--- config.mk ---
export PLATFORM = sky130hd
export DESIGN_NAME = spi_pkt_tx_flat
export DESIGN_NICKNAME = d
export VERILOG_FILES = /design/src/rtl/spi_pkt_tx_if.sv /design/src/rtl/spi_pkt_tx.sv /design/src/flat_wrapper.sv
export SDC_FILE = /design/constraint.sdc
export NUM_CORES = 1
export LEC_CHECK = 0
export BUFFER_PORTS_ARGS = -buffer_cell sky130_fd_sc_hd__clkbuf_2
export CAP_MARGIN = 20
export CORE_UTILIZATION = 51
export DETAILED_ROUTE_END_ITERATION = 10
export PLACE_DENSITY = 0.81
export SLEW_MARGIN = 30
export SYNTH_ARGS = -nofsm -noshare
export SYNTH_HDL_FRONTEND = slang
export SYNTH_SLANG_ARGS = --single-unit
--- constraint.sdc ---
create_clock -name clk -period 2.85 [get_ports clk]
set_clock_uncertainty 0.05 [all_clocks]
set_input_delay 0.57 -clock clk [delete_from_list [all_inputs] [get_ports clk]]
set_output_delay 0.57 -clock clk [all_outputs]
set_load 0.005 [all_outputs]
--- src/rtl/spi_pkt_tx_if.sv ---
// Byte-fetch / SPI-pin bundle between the packet register, the SPI transmitter and the SPI slave.
// The master modport is the transmitter side; the slave modport is the upstream/pin-consumer side.
interface spi_pkt_tx_if;
   logic       start;
   logic [7:0] byte_in;
   logic       byte_req;
   logic       busy;
   logic       done;
   logic       sclk;
   logic       mosi;
   logic       cs_n;

   modport master (
      input  start, byte_in,
      output byte_req, busy, done, sclk, mosi, cs_n
   );

   modport slave (
      output start, byte_in,
      input  byte_req, busy, done, sclk, mosi, cs_n
   );
endinterface

--- src/rtl/spi_pkt_tx.sv ---
// Mode-0 SPI master that fetches a packet one byte at a time from an upstream register
// and shifts it out MSB-first under a single chip-select frame.
module spi_pkt_tx #(
   parameter int CLK_DIV   = 2,
   parameter int NUM_BYTES = 8
) (
   input  logic         clk,
   input  logic         rst,
   spi_pkt_tx_if.master bus
);
   localparam int DIV_W  = (CLK_DIV > 1)   ? $clog2(CLK_DIV)   : 1;
   localparam int BYTE_W = (NUM_BYTES > 1) ? $clog2(NUM_BYTES) : 1;
   localparam logic [DIV_W-1:0]  DIV_LAST  = DIV_W'(CLK_DIV - 1);
   localparam logic [BYTE_W-1:0] BYTE_LAST = BYTE_W'(NUM_BYTES - 1);

   typedef enum logic [1:0] {IDLE, LOAD, SHIFT, FINISH} state_t;

   state_t            state_reg, state_next;
   logic [7:0]        shreg_reg;
   logic [2:0]        bit_cnt_reg;
   logic [BYTE_W-1:0] byte_cnt_reg;
   logic [DIV_W-1:0]  div_cnt_reg;
   logic              sclk_reg;
   logic              cs_n_reg;
   logic              done_reg;

   logic div_wrap;
   logic sclk_fall;
   logic last_bit;
   logic last_byte;

   assign div_wrap  = (div_cnt_reg == DIV_LAST);
   assign sclk_fall = (state_reg == SHIFT) && div_wrap && sclk_reg;
   assign last_bit  = (bit_cnt_reg == 3'd0);
   assign last_byte = (byte_cnt_reg == BYTE_LAST);

   always_ff @(posedge clk) begin
      if (rst) begin
         state_reg <= IDLE;
      end else begin
         state_reg <= state_next;
      end
   end

   always_comb begin
      state_next = state_reg;
      case (state_reg)
         IDLE:    if (bus.start) state_next = LOAD;
         LOAD:    state_next = SHIFT;
         SHIFT:   if (sclk_fall && last_bit) state_next = last_byte ? FINISH : LOAD;
         FINISH:  if (div_wrap) state_next = IDLE;
         default: state_next = IDLE;
      endcase
   end

   always_comb begin
      bus.byte_req = (state_reg == LOAD);
      bus.busy     = (state_reg != IDLE);
      bus.done     = done_reg;
      bus.sclk     = sclk_reg;
      bus.mosi     = shreg_reg[7];
      bus.cs_n     = cs_n_reg;
   end

   // Data only moves on SCLK falls, so the slave always samples a settled bit on the rise.
   always_ff @(posedge clk) begin
      if (rst) begin
         shreg_reg    <= 8'd0;
         bit_cnt_reg  <= 3'd0;
         byte_cnt_reg <= '0;
         div_cnt_reg  <= '0;
         sclk_reg     <= 1'b0;
         cs_n_reg     <= 1'b1;
         done_reg     <= 1'b0;
      end else begin
         done_reg <= 1'b0;
         case (state_reg)
            IDLE: begin
               if (bus.start) begin
                  cs_n_reg     <= 1'b0;
                  byte_cnt_reg <= '0;
               end
            end
            LOAD: begin
               shreg_reg   <= bus.byte_in;
               bit_cnt_reg <= 3'd7;
               div_cnt_reg <= '0;
            end
            SHIFT: begin
               if (div_wrap) begin
                  div_cnt_reg <= '0;
                  sclk_reg    <= ~sclk_reg;
                  if (sclk_reg) begin
                     if (!last_bit) begin
                        shreg_reg   <= {shreg_reg[6:0], 1'b0};
                        bit_cnt_reg <= bit_cnt_reg - 3'd1;
                     end else if (!last_byte) begin
                        byte_cnt_reg <= byte_cnt_reg + BYTE_W'(1);
                     end
                  end
               end else begin
                  div_cnt_reg <= div_cnt_reg + DIV_W'(1);
               end
            end
            FINISH: begin
               // Hold SCLK low one half-period before releasing chip select.
               if (div_wrap) begin
                  div_cnt_reg <= '0;
                  cs_n_reg    <= 1'b1;
                  done_reg    <= 1'b1;
               end else begin
                  div_cnt_reg <= div_cnt_reg + DIV_W'(1);
               end
            end
            default: ;
         endcase
      end
   end
endmodule

--- src/flat_wrapper.sv ---
// flat-port wrapper written by rule: the top's interface ports become plain ports
module spi_pkt_tx_flat 
#(
   parameter int CLK_DIV   = 2,
   parameter int NUM_BYTES = 8
)
  (clk, rst, bus_start, bus_byte_in, bus_byte_req, bus_busy, bus_done, bus_sclk, bus_mosi, bus_cs_n);
  spi_pkt_tx_if bus_i ();
  input  logic clk;
  input  logic rst;
  input wire logic [$bits(bus_i.start)-1:0] bus_start;
  input wire logic [$bits(bus_i.byte_in)-1:0] bus_byte_in;
  output wire logic [$bits(bus_i.byte_req)-1:0] bus_byte_req;
  output wire logic [$bits(bus_i.busy)-1:0] bus_busy;
  output wire logic [$bits(bus_i.done)-1:0] bus_done;
  output wire logic [$bits(bus_i.sclk)-1:0] bus_sclk;
  output wire logic [$bits(bus_i.mosi)-1:0] bus_mosi;
  output wire logic [$bits(bus_i.cs_n)-1:0] bus_cs_n;
  assign bus_i.start = bus_start;
  assign bus_i.byte_in = bus_byte_in;
  assign bus_byte_req = bus_i.byte_req;
  assign bus_busy = bus_i.busy;
  assign bus_done = bus_i.done;
  assign bus_sclk = bus_i.sclk;
  assign bus_mosi = bus_i.mosi;
  assign bus_cs_n = bus_i.cs_n;
  spi_pkt_tx #(.CLK_DIV(CLK_DIV), .NUM_BYTES(NUM_BYTES)) u_core (.clk(clk), .rst(rst), .bus(bus_i));
endmodule
* Word level (Yosys, flattened, before mapping)
Cells that the tools add are included.
** Operators by class
- Bitwise logic cells :: 2
- Divide/modulo/power cells :: 0
- Reductions and logical operators :: 17
- Shift-type cells :: 0
- Equality and inequality tests :: 12
- $mul :: 0
- $add $sub $neg :: 3
- Order comparisons :: 0
- Multiplexer cells :: 25
** Operator list (number)
- $mux 3 :: 8
- $mux 8 :: 3
- $pmux 8 s2 :: 1
- $pmux 3 s2 :: 2
- $reduce_bool 2->1 :: 5
- $mux 2 :: 4
- $ne 2x1->1 const B :: 4
- $ne 2x2->1 const B :: 4
- $pmux 2 s4 :: 1
- $reduce_and 3->1 :: 2
- $reduce_and 6->1 :: 1
- $eq 2x2->1 const B :: 2
- $mux 1 :: 4
- $pmux 1 s2 :: 2
- $reduce_and 4->1 :: 1
- $reduce_or 2->1 :: 2
- $add 3x1->3 const B :: 1
- $eq 3x3->1 const B :: 1
- $logic_and 1x1->1 :: 3
- $logic_not 3->1 :: 1
- $sub 3x1->3 const B :: 1
- $eq 2x1->1 const B :: 1
- $logic_not 2->1 :: 1
- $not 1->1 :: 2
- 2 further kinds :: 2
** Storage, ports and cells
- Register bits after elaboration :: 20
- Memory bits (writable) :: 0
- Input port bits :: 11
- Memories :: 0
- Word-level logic and storage cells :: 67
- Bits in latches :: 0
- ROM bits :: 0
- Output and inout bits :: 6

* Logic depth before layout (Yosys ltp)
- Depth after elaboration :: 6
- Depth in mapped cells :: 6
- Depth with buffers taken out :: 5

* Worst setup path after synthesis
No wires, ideal clock.
- Path type :: register to register
- Start point :: register u_core.byte_cnt_reg[0]
- End point :: register u_core.byte_cnt_reg[0]
- Cell stages (with the launch flop) :: 6
- Path buffers :: 0
- Library setup time :: 0.121 ns
- Clock period less this slack :: 1.656 ns
- Arrival :: 1.485 ns
- Data required time :: 2.679 ns
- Path slack :: 1.194 ns
- Cell sequence :: dfxtp_1 > ha_1 > ha_1 > nand2b_1 > a221oi_4 > mux2_4
** Between the ends
- Longest elaborated chain between the ends :: 6
- Elaborated cells between the ends (all ways) :: 9
- Those cells by class :: add/sub: 1; eq/ne: 2; mux: 5; reduce/logical: 1
** Ends and longest elaborated chain
- start, declared :: line spi_pkt_tx.sv:21 : logic [BYTE_W-1:0] byte_cnt_reg;
- start signal, assigned :: line spi_pkt_tx.sv:98 : byte_cnt_reg <= byte_cnt_reg + BYTE_W'(1);
- $add 3x1->3 :: line spi_pkt_tx.sv:98
- $mux 3 :: line spi_pkt_tx.sv:97 : end else if (!last_byte) begin
- $mux 3 :: line spi_pkt_tx.sv:94 : if (!last_bit) begin
- $mux 3 :: line spi_pkt_tx.sv:93 : if (sclk_reg) begin
- $mux 3 :: line spi_pkt_tx.sv:90 : if (div_wrap) begin
- $pmux 3 s2 :: line spi_pkt_tx.sv:77 : case (state_reg)
Several ways; a longest one is shown, not always the timed one. The select of a mux whose other input is x is not followed.
A chain may end at the register's enable or synchronous reset.

* Worst setup path in the final report
- Start point :: register u_core.state_reg[0]
- End point :: output port bus_byte_req
** Between the ends
- Longest elaborated chain between the ends :: 1
** Ends and longest elaborated chain
- start, declared :: line spi_pkt_tx.sv:18 : state_t state_reg, state_next;
- start signal, assigned :: line spi_pkt_tx.sv:41 : state_reg <= state_next;
- $eq 2x1->1 :: line spi_pkt_tx.sv:57 : bus.byte_req = (state_reg == LOAD);
- end, declared :: line flat_wrapper.sv:13 : output wire logic [$bits(bus_i.byte_req)-1:0] bus_byte_req;
Every way passes these cells.

==> key figures <==
Finish
  • Non-filler instance count after layout: 144
  • Final Util: ~59%
  • Final Instance Area: approximately 0.0012 mm^2
  • Synthesis-to-layout area growth: 8.834%
  • Diode count: 0
  • Nets: 133
  • Largest register FFs: 8
  • Fraction of layout cells with a size suffix above 1: 23.93%
  • Most frequent cells in the layout: dfxtp_1, clkbuf_2, a211oi_1
  • Most common cell after layout, fill and taps aside: dfxtp_1
  • # fillers: 196

Place
  • GPL Wtd Cong: roughly 0.76
  • Dpl ws: a little under 1 ns
  • Dpl cell area: between 0.001 and 0.0015 mm^2
  • Dpl hpwl: 1400 um
  • Port Buffers: 16
  • Placed insts: 140

Setup path
  • Worst-path maximum fanout: 13
  • Startpoint class of the critical path: flip-flop
  • Crit. End Element: output pin
  • Critical path type: flip-flop to output pin
  • CP Data Required Time: between 2 and 2.5 ns
  • Critical path arrival: 1.59 ns

Logic synthesis
  • Compound-gate portion of the synthesized area: a little under a quarter
  • Syn nets: 121
  • Async set-reset flop share out of synthesis: 0%
  • Post-synthesis sequential area ratio: about 38%
  • Synth Instances: 106
  • Synth Area in Adders: between 4 and 5%
  • Top cells by area, synth: dfxtp_1, a211oi_1, mux2i_1, ha_1, nand2b_1
  • Yosys top cell area share: 37.69%
  • Largest family of logic cells by synthesized area: compound AO/OA/AOI/OAI gates
  • Syn avg cell area: roughly 10 um^2
  • Netlist Area Pre-Place: 0.001062 mm^2
  • Yosys cell types: 36
  • Synth Area in Simple Gates: 17.08%
  • Synth Register Bits: 20
  • Number of synthesized flops with an enable pin: 0
  • Post-synth top area cell: dfxtp_1
  • Top_reg_cell synth: dfxtp_1
  • Synth Area in XOR/XNOR: 0.8245%
  • Synthesis Warnings: 0
  • Post-synthesis mux area share: 9.894%

GRT
  • Grt ovf: 0
  • First-pass GRT wire length: approximately 3300 um
  • Gr usage total: approximately a fifth
  • Largest net degree at the start of global routing: 21
  • Initial antenna violation count: 0
  • Vias in the first global route: 734

Die
  • Die Wd: 47.64 um
  • # rows: 16
  • I/O pins: 17
  • Core area: 0.001962 mm^2
  • Die height: 47.64 um
  • Starting Density: approximately 54%
  • Die footprint: 0.002270 mm^2

STA
  • Final WS setup: between 0.6 and 0.7 ns
  • Minimum hold slack: ~0.41 ns
  • Slew HR: 65.15%
  • Least-Margin Pin Slew: 0.5228 ns
  • Setup-failing EPs final: 0
  • Max Clk Rate: 452.4 MHz
  • Tcrit/Tclk final: 77.56%
  • RSZ-0062 raised after global routing: false
  • Final hold vios: 0
  • Crit path time final: 2.210 ns
  • Fin. max-slew vios: 0
  • Setup TNS: 0 ns

Drt
  • DR WL/cell: 13.41 um
  • Routed vias: 816
  • Detailed-router iteration count before antenna repair: 4
  • Antenna viol nets, final: 0
  • Initial DRC Count: 13
  • Vias/cell: 5.667
  • Residual DRC count: 0
  • Final wirelength: approximately 1900 um

Clock tree
  • Root Buffer Master: clkbuf_4
  • Quantity of hold-fixing buffers added after cts: 0
  • CTS Buffer Depth: 2
  • Worst-Skew Late Latency: just under 0.3 ns
  • Clk slew on worst S/H paths: roughly 0.11 ns
  • H-tree Lvls: 1
  • Num CTS Buffers: 3
  • Cts repair resizes: 0
  • CTS tree: built
  • Setup repair bufs after CTS: 0
  • Sink Count: 20

Job
  • Total of max-cap violations: 0

Power
  • Pwr Total: 0.6515 mW
  • Leak Pwr: 0.5004 nW
  • Pwr/cell area: 563.5 mW/mm^2
  • Peak supply drop: between 0.0003 and 0.0004 V

Min path
  • Worst Hold Class: flip-flop to flip-flop

Status
  • Status: finished clean
[cell usage after synthesis, types with 2 or more instances]
library cell and count:
dfxtp_1 20, a21oi_1 4, inv_1 5, nand2b_1 5
a211oi_1 14, clkbuf_1 2, o21ai_0 3, a211oi_2 2
or3b_1 2, buf_2 3, buf_6 2, nand2_1 5
nor3_1 2, o21a_1 2, ha_1 4, mux2i_1 9
nand3_1 2, nor2_1 2
[metal layers]
| metal | global-route usage, % | wire length (um) |
|---|---|---|
| met3 | 3.396 | 78 |
| met2 | 32.05 | 990 |
| met1 | 28.05 | 847 |
| met5 | 0 | 0 |
| met4 | 7.778 | 14 |
[critical path, stage by stage (launching register included)]
cell	delay, ns
dfxtp_1	0.57
nor2b_2	0.53
clkbuf_2	0.20
[layout make-up]
type / instances / area [um^2] / share of cell area [%]
Clock buffer: 4 / 36.28 / 3.139
Sequential cell: 20 / 400.4 / 34.63
Multi-Input combinational cell: 72 / 586.8 / 50.76
Timing Repair Buffer: 16 / 80.08 / 6.926
Inverter: 5 / 18.77 / 1.623
Tap cell: 27 / 33.78 / 2.922
[path summary, 6_finish.rpt]
path,start,end,slack (ns),cells after the start
setup reg to reg,u_core.byte_cnt_reg[0],u_core.byte_cnt_reg[0],1.08,5
setup / recovery,u_core.state_reg[0],bus_byte_req,0.64,2
hold / removal,u_core.shreg_reg[0],u_core.shreg_reg[0],0.41,2
hold reg to reg,u_core.shreg_reg[0],u_core.shreg_reg[0],0.41,2
[power breakdown]
part	leakage [nW]	total, mW	switching (mW)	internal [mW]
registers	0.164	0.338	0.0306	0.307
logic	0.316	0.156	0.0852	0.0708
clock network	0.0210	0.158	0.0801	0.0778
[logic make-up (layout without fill, tap and decap cells)]
family | after synthesis | count (layout)
simple gates | 26 | 26
flops | 20 | 20
buf+inv | 14 | 25
mux | 10 | 10
xor+xnor | 1 | 1
compound gates | 31 | 31
fa+ha+maj | 4 | 4
(Power assumes the default switching activity.)
